$ cat src/rtl/mult16_job_ctrl_if.sv
// mult16_job_ctrl_if
//   Bundles the three handshakes that mult16_job_ctrl owns:
//     - operand intake:   in_valid94 / in_ready94 / in_a94 / in_b94
//     - multiplier core:  St94 / Mplier94 / Mcand94 / Prod94 / done94
//     - result delivery:  out_valid94 / out_ready94 / out_prod94 / out_err94
//   plus the busy94 status flag.
//   slave  : the job controller's view (drives ready, core controls, results).
//   master : the surrounding datapath / bench view.
interface mult16_job_ctrl_if;
    logic        in_valid94;
    logic        in_ready94;
    logic [15:0] in_a94;
    logic [15:0] in_b94;

    logic        St94;
    logic [15:0] Mplier94;
    logic [15:0] Mcand94;
    logic [32:0] Prod94;
    logic        done94;

    logic        out_valid94;
    logic        out_ready94;
    logic [32:0] out_prod94;
    logic        out_err94;

    logic        busy94;

    modport slave (
        input  in_valid94, in_a94, in_b94, Prod94, done94, out_ready94,
        output in_ready94, St94, Mplier94, Mcand94,
               out_valid94, out_prod94, out_err94, busy94
    );

    modport master (
        output in_valid94, in_a94, in_b94, Prod94, done94, out_ready94,
        input  in_ready94, St94, Mplier94, Mcand94,
               out_valid94, out_prod94, out_err94, busy94
    );
endinterface

$ cat src/rtl/mult16_job_ctrl.sv
// mult16_job_ctrl
//   Issue/collect stage in front of the 16x16 shift-add multiplier core.
//   Operand pairs are queued in a DEPTH-entry FIFO. When idle and no result
//   is pending, the head pair is popped onto Mplier94/Mcand94 and St94 is
//   pulsed for START_W cycles. LAT cycles after St94 falls the core product
//   is captured together with an error flag (done94 was still low) and
//   offered on a valid/ready result port.
//
// Ports
//   clk94  : clock, rising edge
//   rst94  : asynchronous active-high reset
//   bus    : mult16_job_ctrl_if.slave
//            in_valid94/in_ready94/in_a94/in_b94  operand intake
//            St94/Mplier94/Mcand94                 core start + operands
//            Prod94/done94                         core product + sticky done
//            out_valid94/out_ready94               result handshake
//            out_prod94/out_err94                  captured product + error
//            busy94                                FSM not idle
module mult16_job_ctrl #(
    parameter int DEPTH   = 4,
    parameter int START_W = 2,
    parameter int LAT     = 40
) (
    input  logic             clk94,
    input  logic             rst94,
    mult16_job_ctrl_if.slave bus
);

    localparam int AW = $clog2(DEPTH);
    localparam int PW = (START_W > 1) ? $clog2(START_W) : 1;

    localparam logic [AW:0]   FULL_CNT   = (AW + 1)'(DEPTH);
    localparam logic [PW-1:0] PULSE_LAST = PW'(START_W - 1);
    localparam logic [7:0]    LAT_LAST   = 8'(LAT - 1);

    typedef enum logic [1:0] {
        IDLE  = 2'd0,
        START = 2'd1,
        WAIT  = 2'd2,
        DONE  = 2'd3
    } state_t;

    // Operand FIFO
    logic [15:0]   mem_a [DEPTH];
    logic [15:0]   mem_b [DEPTH];
    logic [AW-1:0] wr_ptr;
    logic [AW-1:0] rd_ptr;
    logic [AW:0]   count;
    logic          push;
    logic          pop;

    // Job FSM
    state_t        state;
    logic [PW-1:0] pulse_cnt;
    logic [7:0]    lat_cnt;

    // Ready comes straight from the registered count, so a full FIFO only
    // reopens the cycle after a pop has actually been taken.
    assign bus.in_ready94 = (count != FULL_CNT);
    assign push           = bus.in_valid94 && bus.in_ready94;

    // The only pop point is the IDLE->START decision; a pending result
    // blocks it so no new job starts while out_prod94 is still owned.
    assign pop = (state == IDLE) && (count != '0) && !bus.out_valid94;

    // FIFO storage carries data only; validity lives in count/pointers.
    always_ff @(posedge clk94) begin
        if (push) begin
            mem_a[wr_ptr] <= bus.in_a94;
            mem_b[wr_ptr] <= bus.in_b94;
        end
    end

    always_ff @(posedge clk94 or posedge rst94) begin
        if (rst94) begin
            wr_ptr <= '0;
            rd_ptr <= '0;
            count  <= '0;
        end else begin
            if (push) wr_ptr <= wr_ptr + 1'b1;
            if (pop)  rd_ptr <= rd_ptr + 1'b1;
            case ({push, pop})
                2'b10:   count <= count + 1'b1;
                2'b01:   count <= count - 1'b1;
                default: count <= count;
            endcase
        end
    end

    // Job sequencing. All core-facing and result outputs are registered here.
    // Mplier94/Mcand94 only load on a pop, so they stay stable from the start
    // pulse through the result handshake.
    always_ff @(posedge clk94 or posedge rst94) begin
        if (rst94) begin
            state           <= IDLE;
            pulse_cnt       <= '0;
            lat_cnt         <= '0;
            bus.St94        <= 1'b0;
            bus.Mplier94    <= '0;
            bus.Mcand94     <= '0;
            bus.out_valid94 <= 1'b0;
            bus.out_prod94  <= '0;
            bus.out_err94   <= 1'b0;
            bus.busy94      <= 1'b0;
        end else begin
            case (state)
                IDLE: begin
                    if (pop) begin
                        bus.Mplier94 <= mem_a[rd_ptr];
                        bus.Mcand94  <= mem_b[rd_ptr];
                        bus.St94     <= 1'b1;
                        pulse_cnt    <= '0;
                        bus.busy94   <= 1'b1;
                        state        <= START;
                    end
                end

                START: begin
                    if (pulse_cnt == PULSE_LAST) begin
                        bus.St94 <= 1'b0;
                        lat_cnt  <= '0;
                        state    <= WAIT;
                    end else begin
                        pulse_cnt <= pulse_cnt + 1'b1;
                    end
                end

                // lat_cnt is 0 in the first cycle after St94 falls, so the
                // capture edge lands exactly LAT cycles after the fall.
                WAIT: begin
                    if (lat_cnt == LAT_LAST) begin
                        bus.out_prod94  <= bus.Prod94;
                        bus.out_err94   <= !bus.done94;
                        bus.out_valid94 <= 1'b1;
                        state           <= DONE;
                    end else begin
                        lat_cnt <= lat_cnt + 1'b1;
                    end
                end

                // out_prod94/out_err94 intentionally keep their value after
                // the handshake.
                DONE: begin
                    if (bus.out_ready94) begin
                        bus.out_valid94 <= 1'b0;
                        bus.busy94      <= 1'b0;
                        state           <= IDLE;
                    end
                end

                default: state <= IDLE;
            endcase
        end
    end

endmodule
$ cat src/flat_wrapper.sv
// flat-port wrapper written by rule: the top's interface ports become plain ports
module mult16_job_ctrl_flat 
#(
    parameter int DEPTH   = 4,
    parameter int START_W = 2,
    parameter int LAT     = 40
)
  (clk94, rst94, bus_in_valid94, bus_in_a94, bus_in_b94, bus_Prod94, bus_done94, bus_out_ready94, bus_in_ready94, bus_St94, bus_Mplier94, bus_Mcand94, bus_out_valid94, bus_out_prod94, bus_out_err94, bus_busy94);
  mult16_job_ctrl_if bus_i ();
  input  logic clk94;
  input  logic rst94;
  input wire logic [$bits(bus_i.in_valid94)-1:0] bus_in_valid94;
  input wire logic [$bits(bus_i.in_a94)-1:0] bus_in_a94;
  input wire logic [$bits(bus_i.in_b94)-1:0] bus_in_b94;
  input wire logic [$bits(bus_i.Prod94)-1:0] bus_Prod94;
  input wire logic [$bits(bus_i.done94)-1:0] bus_done94;
  input wire logic [$bits(bus_i.out_ready94)-1:0] bus_out_ready94;
  output wire logic [$bits(bus_i.in_ready94)-1:0] bus_in_ready94;
  output wire logic [$bits(bus_i.St94)-1:0] bus_St94;
  output wire logic [$bits(bus_i.Mplier94)-1:0] bus_Mplier94;
  output wire logic [$bits(bus_i.Mcand94)-1:0] bus_Mcand94;
  output wire logic [$bits(bus_i.out_valid94)-1:0] bus_out_valid94;
  output wire logic [$bits(bus_i.out_prod94)-1:0] bus_out_prod94;
  output wire logic [$bits(bus_i.out_err94)-1:0] bus_out_err94;
  output wire logic [$bits(bus_i.busy94)-1:0] bus_busy94;
  assign bus_i.in_valid94 = bus_in_valid94;
  assign bus_i.in_a94 = bus_in_a94;
  assign bus_i.in_b94 = bus_in_b94;
  assign bus_i.Prod94 = bus_Prod94;
  assign bus_i.done94 = bus_done94;
  assign bus_i.out_ready94 = bus_out_ready94;
  assign bus_in_ready94 = bus_i.in_ready94;
  assign bus_St94 = bus_i.St94;
  assign bus_Mplier94 = bus_i.Mplier94;
  assign bus_Mcand94 = bus_i.Mcand94;
  assign bus_out_valid94 = bus_i.out_valid94;
  assign bus_out_prod94 = bus_i.out_prod94;
  assign bus_out_err94 = bus_i.out_err94;
  assign bus_busy94 = bus_i.busy94;
  mult16_job_ctrl #(.DEPTH(DEPTH), .START_W(START_W), .LAT(LAT)) u_core (.clk94(clk94), .rst94(rst94), .bus(bus_i));
endmodule
$ cat config.mk
export PLATFORM = sky130hd
export DESIGN_NAME = mult16_job_ctrl_flat
export DESIGN_NICKNAME = d
export VERILOG_FILES = /design/src/rtl/mult16_job_ctrl_if.sv /design/src/rtl/mult16_job_ctrl.sv /design/src/flat_wrapper.sv
export SDC_FILE = /design/constraint.sdc
export NUM_CORES = 1
export LEC_CHECK = 0
export CAP_MARGIN = 20
export CORE_MARGIN = 2
export CORE_UTILIZATION = 55
export CTS_CLUSTER_SIZE = 10
export DETAILED_ROUTE_END_ITERATION = 12
export PLACE_DENSITY = 0.86
export SYNTH_ARGS = -nofsm -noshare
export SYNTH_HDL_FRONTEND = slang
export SYNTH_SLANG_ARGS = --single-unit
$ cat constraint.sdc
create_clock -name clk94 -period 7.6 [get_ports clk94]
set_input_delay 1.52 -clock clk94 [delete_from_list [all_inputs] [get_ports clk94]]
set_output_delay 1.52 -clock clk94 [all_outputs]
set_load 0.02 [all_outputs]
# Word level (Yosys, flattened, before mapping)
# Memories as Yosys holds them, arrays and structs flattened. A register that Yosys moved wholly into a read port is not among the register bits.
# Index checks and enable logic that the tools add are counted.
[op_classes] addsub=6 eq_ne=12 muxes=21 reduce_logical=20
[ops] cell="$mux W8" n=2
[ops] cell="$pmux W8 S2" n=1
[ops] cell="$reduce_and A3 Y1" n=4
[ops] cell="$reduce_bool A2 Y1" n=5
[ops] cell="$add A8 B1 Y8 const B" n=1
[ops] cell="$eq A8 B6 Y1 const B" n=1
[ops] cell="$mux W1" n=8
[ops] cell="$mux W2" n=4
[ops] cell="$pmux W1 S2" n=4
[ops] cell="$pmux W2 S4" n=1
[ops] cell="$eq A2 B2 Y1 const B" n=3
[ops] cell="$ne A2 B1 Y1 const B" n=3
[ops] cell="$pmux W3 S2" n=1
[ops] cell="$reduce_and A2 Y1" n=3
[ops] cell="$add A2 B1 Y2 const B" n=2
[ops] cell="$eq A2 B1 Y1 const B" n=2
[ops] cell="$ne A2 B2 Y1 const B" n=2
[ops] cell="$reduce_and A4 Y1" n=1
[ops] cell="$add A3 B1 Y3 const B" n=1
[ops] cell="$logic_and A1 B1 Y1" n=3
[ops] cell="$ne A3 B3 Y1 const B" n=1
[ops] cell="$reduce_bool A3 Y1" n=1
[ops] cell="$sub A3 B1 Y3 const B" n=1
[ops] cell="$logic_not A1 Y1" n=2
[ops] cell="2 further kinds" n=2
[word_totals] regBits=55 mem_bits_rw=128 inputBits=70 out_inout_bits=70 elab_cells=72 n_memories=2
[memory_table] memory="u_core.mem_a" words=4 word_bits=16 read_ports=1 rd_clocked_by_memory_dff=1 write_ports=1 line_no="mult16_job_ctrl.sv:44" rtl="logic [15:0] mem_a [DEPTH];"
[memory_table] memory="u_core.mem_b" words=4 word_bits=16 read_ports=1 rd_clocked_by_memory_dff=1 write_ports=1 line_no="mult16_job_ctrl.sv:45" rtl="logic [15:0] mem_b [DEPTH];"

# Depth between registers and ports, before layout
# Gate-level depths: netlist of the first run.
[logic_depth] ltp_word=5 mapped_depth=11 depth_no_buf=10

# Least setup slack after synthesis of the first run
# OpenSTA, ideal clock, no wires.
[synth_timing] path_type="input port to flip-flop" start="in bus_in_valid94" end="reg u_core.count[2]" setup_time_ns=0.079 arrival_time_ns=2.681 required_ns=7.521 path_slack_ns=4.840 cell_stages=8 path_buffers=0 cell_sequence="and2_1 -> inv_1 -> ha_1 -> inv_1 -> fa_1 -> xor2_1 -> nor2_1 -> xor2_1"
[synth_between] elab_chain_len=3 word_cells_on_any_way=5 cone_classes="eq/ne (2); mux (1); reduce/logical (2)"
[synth_lines] item="start: declaration" line_no="flat_wrapper.sv:12" rtl="input wire logic [$bits(bus_i.in_valid94)-1:0] bus_in_valid94;"
[synth_lines] item="$logic_and A1 B1 Y1 *" line_no="mult16_job_ctrl.sv:60" rtl="assign push = bus.in_valid94 && bus.in_ready94;"
[synth_lines] item="$eq A2 B1 Y1 / $eq A2 B2 Y1 (equally long branches)" line_no="mult16_job_ctrl.sv:82" rtl="case ({push, pop})"
[synth_lines] item="$pmux W3 S2 / $reduce_bool A2 Y1 (equally long branches)"
[synth_lines] item="end signal: assignment" line_no="mult16_job_ctrl.sv:83" rtl="2'b10: count <= count + 1'b1;"
[synth_lines] item="end signal: assignment" line_no="mult16_job_ctrl.sv:84" rtl="2'b01: count <= count - 1'b1;"
[synth_lines] item="end signal: assignment" line_no="mult16_job_ctrl.sv:85" rtl="default: count <= count;"
[synth_lines] item="end: declaration" line_no="mult16_job_ctrl.sv:48" rtl="logic [AW:0] count;"
# Every way passes the cells marked *; elsewhere a longest branch is shown, timed or not.
# A chain may end at the register's enable or synchronous reset.

# Final worst setup path of the first run
[layout_timing] start="reg u_core.count[0]" end="out bus_in_ready94"
[layout_between] elab_chain_len=1
[layout_lines] item="$ne A3 B3 Y1" line_no="mult16_job_ctrl.sv:59" rtl="assign bus.in_ready94 = (count != FULL_CNT);"
[layout_lines] item="end: declaration" line_no="flat_wrapper.sv:18" rtl="output wire logic [$bits(bus_i.in_ready94)-1:0] bus_in_ready94;"
# Every way passes these cells.

==> results by stage, run 1 <==
Run status:
- The run finished with clean final reports.

Die:
- Row generation in the floorplan step produced 44 rows.
- The initial cell density of the core is 56.5%.
- The top-level I/O count is 140.
- The height of the chip is 127 um.
- The area inside the core boundary is 14600 um^2.
- The width of the die is 127 um.
- The die covers 16000 um^2.

Logic synthesis:
- The leading register cell type out of synthesis is sky130_fd_sc_hd__edfxtp_1.
- The number of nets handed over by synthesis was 510.
- The mux share of post-synthesis cell area is 18.2%.
- The share of synthesized flip-flops with an asynchronous set or reset is 40.5%.
- The synthesized netlist devotes 2.00% of its cell area to compound gates.
- After synthesis the netlist holds a flip-flop and latch count of 215.
- After synthesis, the mean cell area works out to 19.3 um^2.
- The simple-gate share of the synthesized area is 2.89%.
- Yosys attributes the largest share of cell area to sky130_fd_sc_hd__edfxtp_1, sky130_fd_sc_hd__dfrtp_1, sky130_fd_sc_hd__mux2_2.
- The count of flip-flops with a built-in enable after synthesis is 128.
- The post-synthesis cell type count is 38.
- The xor-xnor portion of the synthesized cell area is 0.635%.
- The synthesized cell area is 8280 um^2.
- Summing the areas of all fa, ha and maj instances in the mapped netlist gives 1.90% of the synthesized area.
- After synthesis, the largest family of logic cells by area is multiplexers.
- In the synthesized netlist, the number of instances is 428.
- After synthesis, flip-flops and latches occupy 72.7% of the total area.
- The synthesized design spends more area on one cell type than any other, namely sky130_fd_sc_hd__edfxtp_1.
- The Yosys step of the flow raised 0 warnings.
- The fraction of post-synthesis cell area in the top cell type by area is 46.4%.

Timing:
- Measured against its own limit, the worst slew margin works out to 43.3%.
- Setup violations remaining at the end of the flow were counted as 0.
- The post-route setup TNS is 0 ns.
- The ratio of final minimum period to clock period is 44.5%.
- On the final layout, the worst clock skew is 0.0137 ns.
- The final hold slack is 0.477 ns.
- The number of pins with negative max-slew slack in the final report came to 0.
- The maximum clock frequency is 295 MHz.
- Counting I/O delays and the setup requirement, the final critical path takes 3.39 ns.
- The transition time at the pin with the least slew margin is 0.851 ns.
- The hold violation count in the final report is 0.
- Setup repair after global routing left no endpoint under its margin.

Setup path:
- The kind of capture point of the worst setup path is an output port.
- The critical path required time is 6.08 ns.
- Walking the worst path, the cells encountered are inv_1, nand3_1, clkdlybuf4s50_1.
- The critical path is of the flip-flop to output port type.
- The slowest stage of the critical path is the sky130_fd_sc_hd__clkdlybuf4s50_1 cell.
- The sort of element at the start of the critical path is a flip-flop.
- For the worst setup path, the data arrival time is 1.87 ns.
- Of all nets on the critical path, the largest fanout is 6.
- The count of cells along the worst register-to-register path is 4.
- For this run, the slowest stage of the critical path takes 0.69 ns.

Detailed routing:
- After detailed routing, the average wire length per cell comes to 20.9 um.
- The first detailed-routing pass ran for 4 iterations.
- The number of nets with antenna violations after routing is 0.
- Detailed routing inserted a total of 4406 vias.
- The total wire length after detailed routing is 16300 um.
- In the routed design, unresolved DRC markers number 0.
- The detailed router finished its first iteration with 265 violations.
- Dividing the detail-routed via count by the number of cells gives 5.65.

Finish:
- The post-route netlist has 23.8% of its cells at a drive strength greater than 1.
- The most common library cell in the layout ignoring fill and taps is sky130_fd_sc_hd__clkdlybuf4s50_1.
- Relative to the synthesized area, the layout overhead comes to 27.7%.
- 0 antenna diodes ended up in the layout.
- The storage element area is 6020 um^2.
- The multi-input logic area is 2130 um^2.
- The number of nets in the finished design is 662.
- The number of inserted filler cells in the final layout is 840.
- The top cell types in the final layout, fill and taps aside, are sky130_fd_sc_hd__clkdlybuf4s50_1, sky130_fd_sc_hd__edfxtp_1, sky130_fd_sc_hd__dfrtp_1.

GRT:
- The via count of the first global-routing pass is 4658.
- Global routing used 20.7% of the available tracks.
- The pin count of the biggest net entering global routing is 88.
- The initial antenna violation count is 0.
- The global-route wire length before repair is 25700 um.
- The total congestion overflow is 0.

Power:
- In this run the static leakage power is 3.93 nW.
- The power per standard cell area is 362 nW/um^2.
- The worst-case vdd ir drop is 0.252 mV.

Clocking:
- The number of levels the H-tree was split into is 1.
- The post-CTS setup buffer count is 0.
- The clock latency reported for the late side of the worst-skew pair is 0.50 ns.
- The total clock buffers created by CTS is 25.
- The number of gates resized after cts is 0.
- The post-CTS clock slew at the launch and capture registers of the worst setup and hold paths is 0.06 ns.
- The tree is rooted in a sky130_fd_sc_hd__clkbuf_16.
- The count of hold buffers inserted by post-cts repair is 0.
- No sink is reached through more buffers than the 3 on the longest clock path.
- The clock drives 215 sinks.
- The CTS tree is yes.

Hold path:
- Along the worst hold path, the cell count comes to 2.
- The type of the tightest min-delay check is flip-flop to flip-flop.

Place:
- Buffers placed on the I/O ports in this run total 139.
- Detailed placement finished with a half-perimeter wire length of 9740 um.
- The final estimated routing congestion in global placement is 0.826.

Flow run:
- The number of max-capacitance violations reported is 0.
[stage by stage]
stage / std cells / worst slack, ns / total power [W] / utilization (%) / instance area (um^2)
2_1_floorplan: 428 / 3.83 / 0.00237 / - / 8280
3_3_place_gp: 735 / 4.32 / 0.00274 / 67.2 / 9830
3_5_place_dp: 735 / 4.24 / 0.00281 / 67.2 / 9830
4_1_cts: 778 / 4.20 / 0.00386 / 71.9 / 10500
5_1_grt: 780 / 4.12 / 0.00402 / 72.2 / 10600
6_report: 780 / 4.21 / 0.00383 / 72.2 / 10600
[Yosys cell counts (all sizes together), types with 2 or more instances]
| master | count |
|---|---|
| edfxtp | 128 |
| dfrtp | 87 |
| mux2 | 68 |
| mux4 | 32 |
| ha | 11 |
| inv | 11 |
| clkbuf | 10 |
| and3 | 8 |
| buf | 8 |
| nand2 | 8 |
| o21ai | 6 |
| nor3 | 5 |
| a21oi | 4 |
| nand2b | 4 |
| nand3 | 4 |
| nor2 | 4 |
| a211o | 3 |
| a31oi | 3 |
| xnor2 | 3 |
| xor2 | 3 |
| a22o | 2 |
| mux2i | 2 |
| or4b | 2 |
[metal layers]
metal  part of all wire (%)  wire length (um)  track usage (%)
met1                     40              6580             27.5
met2                     50              8210             35.6
met3                    7.0              1130             3.71
met5                      0                 0                0
met4                    2.1               337             6.21
[path summary, 6_finish.rpt]
path                                            from                   endpoint  slack [ns]
worst min register to register  u_core.bus.out_err94       u_core.bus.out_err94        0.48
worst min-delay path            u_core.bus.out_err94       u_core.bus.out_err94        0.48
min in group asynchronous                      rst94   u_core.bus.out_prod94[7]        1.45
worst max register to register     u_core.lat_cnt[3]  u_core.bus.out_prod94[22]        5.29
worst max-delay path                 u_core.count[0]             bus_in_ready94        4.21
max in group asynchronous                      rst94  u_core.bus.out_prod94[24]        5.51
[state kept, by name (all words and copies together), names as in the netlist, 2 cells and up]
signal and cells:
u_core.state 2, u_core.wr_ptr 2, u_core.rd_ptr 2, u_core.bus.out_prod94 33, u_core.mem_a 64, u_core.mem_b 64, u_core.bus.Mcand94 16, u_core.lat_cnt 8
u_core.bus.Mplier94 16, u_core.count 3
[power by group]
part | switching, W | leakage [nW] | internal (W) | total (W)
logic | 0.000537 | 1.36 | 0.000563 | 0.00110
registers | 0.000160 | 2.24 | 0.00154 | 0.00170
clock network | 0.000420 | 0.332 | 0.000610 | 0.00103
[layout make-up]
class	instances	area share [%]
Clock buffer	42	6.52
Multi-Input combinational cell	184	20.2
Sequential cell	215	57.0
Inverter	11	0.414
Timing Repair Buffer	143	13.7
Tap cell	184	2.18
Clock inverter	1	0.0474
[critical path: cells and delay by family (launching register included)]
family,cells,cell delay [ns]
buffers and inverters,2,0.79
flip-flops,1,0.38
AND/OR/NAND/NOR,1,0.19
[kinds of logic (layout without fill, tap and decap cells)]
logic type                 count (synthesis)  count (layout)
and+or+nand+nor                           40              40
adders and majority gates                 12              12
buffers and inverters                     29             197
DFF                                      215             215
xor gates and xnor gates                   6               6
AOI/OAI and AO/OA                         24              24
muxes                                    102             102
No activity file was read; power rests on OpenSTA's default activity.
==> run 2, diff against run 1 <==
- CORE_UTILIZATION: 55 -> 48
- PLACE_DENSITY: 0.86 -> 0.8
- clock period: 7.6 -> 3.1 ns (I/O delays scaled with it)
==> run 2 against run 1 <==
  * Sequential power rose by 140%
  * Die area grew 14%
  * Utilization is 9.6 points lower
  * Critical path type unchanged
  * Critical path depth unchanged
  * Clock-buffer cell count stayed put
  * Clock power is 150% higher
  * Cell count up 5.8%
  * Via count increased by 0.95%
  * Routed wire length is 0.94% lower
==> results by stage, run 2 (synthesized netlist as in run 1, its figures left out) <==
GRT:
- The pin count of the biggest net entering global routing came to 88 (unchanged).
- The initial antenna violation count is 0 (unchanged).
- The global routing usage summed across all routing layers is 18.1% (-2.6 points).
- The global-route wire length before repair is 25700 um (+0.27%).
- The via count of the first global-routing pass is 4939 (+6.0%).
- The total congestion overflow is 0 (unchanged).

Setup path:
- The largest fanout on the critical path was 6 (unchanged).
- The critical path in this run is classified as flip-flop to output port.
- The critical path required time came to 2.48 ns (-3.60 ns).
- The sort of element at the start of the critical path is a flip-flop.
- The worst setup path is captured at an output port.
- The endpoint arrival time on the critical path is 1.79 ns (-0.08 ns).

Finish:
- In the final layout, the registers with the most flip-flops are u_core.mem_a x64, u_core.mem_b x64, u_core.bus.out_prod94 x33.
- The number of antenna cells inserted is 0 (unchanged).
- The post-route core utilization was 62.5% (-9.6 points).
- The library cell used most frequently in the layout, excluding fill and tap cells, is sky130_fd_sc_hd__clkdlybuf4s50_1.
- The number of inserted filler cells in the final layout was 1224 (+46%).
- Compared with the post-synthesis result, the final layout area differs by 28.8%.
- The share of post-route cells with drive strength above 1 is 24.3% (+0.51 points).
- In the layout the commonest cells are sky130_fd_sc_hd__clkdlybuf4s50_1, sky130_fd_sc_hd__edfxtp_1, sky130_fd_sc_hd__dfrtp_1.
- The number of nets in the finished design is 666 (+0.60%).

Clocking:
- The clock latency reported for the late side of the worst-skew pair is 0.51 ns (about the same).
- The count of hold buffers inserted by post-cts repair is 0 (unchanged).
- The total clock buffers created by CTS is 25 (unchanged).
- The maximum clock insertion buffer count is 3 (unchanged).
- The number of gates resized after cts is 0 (unchanged).
- The total clock sinks was 215 (unchanged).
- The CTS tree is yes.
- The number of levels the H-tree was split into is 1 (unchanged).
- The post-CTS setup buffer count came to 0 (unchanged).
- The post-CTS clock slew at the launch and capture registers of the worst setup and hold paths is 0.05 ns (about the same).
- The CTS root buffer is sky130_fd_sc_hd__clkbuf_16.

Timing:
- The hold violation count in the final report is 0 (unchanged).
- The worst-case clock skew came to 0.00751 ns (-0.00619 ns).
- The post-route setup TNS is 0 ns (unchanged).
- The worst-case headroom to the max-slew limit is 42.6% (-0.67 points).
- Derived from the worst setup path, the maximum achievable clock frequency is 415 MHz.
- The ratio of final minimum period to clock period is 77.8%.
- The transition time at the pin with the least slew margin is 0.861 ns (+0.0101 ns).
- The number of pins with negative max-slew slack in the final report is 0 (unchanged).
- The final setup violation count is 0 (unchanged).
- The post-route minimum period is 2.41 ns.
- Setup repair after global routing left no endpoint under its margin.

Detailed routing:
- The post-detailed-route wirelength per cell is 19.5 um (-6.3%).
- The detail-routed via count per cell is 5.39 (-4.6%).
- The number of nets with antenna violations after routing is 0 (unchanged).
- The count of vias placed by the detailed router came to 4448 (+0.95%).
- The iteration-0 DRC count of the detailed router is 221 (-17%).
- The first-pass iteration count of the detailed router is 4 (unchanged).
- The total wire length after detailed routing is 16100 um (-0.94%).
- The post-detailed-route DRC marker count was 0 (unchanged).

Die:
- The height of the chip came to 135 um (+6.8%).
- The area inside the core boundary is 17100 um^2 (+16%).
- The area of the die is 18300 um^2 (+14%).
- The width of the die was 135 um (+6.8%).
- The initial cell density of the core is 48.5% (-8.0 points).
- The number of core rows is 48 (+9.1%).
- The top-level I/O count came to 140 (unchanged).

Power:
- The power per standard cell area came to 880 nW/um^2 (+140%).
- The leakage power was 3.96 nW (+0.69%).
- The worst-case vdd ir drop is 0.571 mV (+130%).
- The sum of internal, switching and leakage power is 0.00939 W (+150%).

Place:
- The final estimated routing congestion in global placement is 0.743 (-10%).
- The detailed-placement wirelength estimate is 9980 um (+2.5%).
- The number of port buffers is 139 (unchanged).

Run status:
- The run finished with clean final reports.

Flow run:
- The number of max-capacitance violations reported came to 0 (unchanged).

Hold path:
- The type of the tightest min-delay check is flip-flop to flip-flop.
run 2: worst max-delay path, stage by stage, from the launching register on:
cell	delay, ns
sky130_fd_sc_hd__dfrtp_1	0.39
sky130_fd_sc_hd__inv_1	0.10
sky130_fd_sc_hd__nand3_1	0.16
sky130_fd_sc_hd__clkdlybuf4s50_1	0.64
run 2: final cells by class:
cell class	instances	area, um^2	share of cell area [%]
sequential	215	6020	56.5
multi-input combinational	184	2130	20.0
timing repair buffer	147	1480	13.8
clock buffer	42	689	6.46
tap	225	282	2.64
inverter	11	43.8	0.411
clock inverter	1	20.0	0.188
run 2: through the flow:
stage	area, um^2	hold WS (ns)	setup WS (ns)	instances
after floorplan	8280	0.464	0.230	428
after global placement	9960	0.482	0.718	782
after detailed placement	9960	0.488	0.626	782
after CTS	10700	0.499	0.661	825
after global routing	10700	0.529	0.563	825
final	10700	0.491	0.688	825
run 2: worst paths after layout:
kind                                       from                         to  slack, ns  cells past startpoint
max in group asynchronous                 rst94           u_core.rd_ptr[0]       2.15                      3
hold / removal             u_core.bus.out_err94       u_core.bus.out_err94       0.49                      2
hold reg to reg            u_core.bus.out_err94       u_core.bus.out_err94       0.49                      2
min in group asynchronous                 rst94   u_core.bus.out_prod94[3]       0.59                      3
setup / recovery                u_core.count[0]             bus_in_ready94       0.69                      3
setup reg to reg              u_core.lat_cnt[3]  u_core.bus.out_prod94[24]       0.72                      4
run 2: layer usage:
layer	track usage, %	share of wire [%]	up-vias
li1	-	-	1970
met1	22.9	41	2307
met2	32.3	52	148
met3	3.93	5.8	23
met4	4.28	1.5	0
met5	0	0	-
run 2: report_power, final:
group | internal [W] | switching [W]
registers | 0.00377 | 0.000374
logic | 0.00139 | 0.00131
clock network | 0.00151 | 0.00103
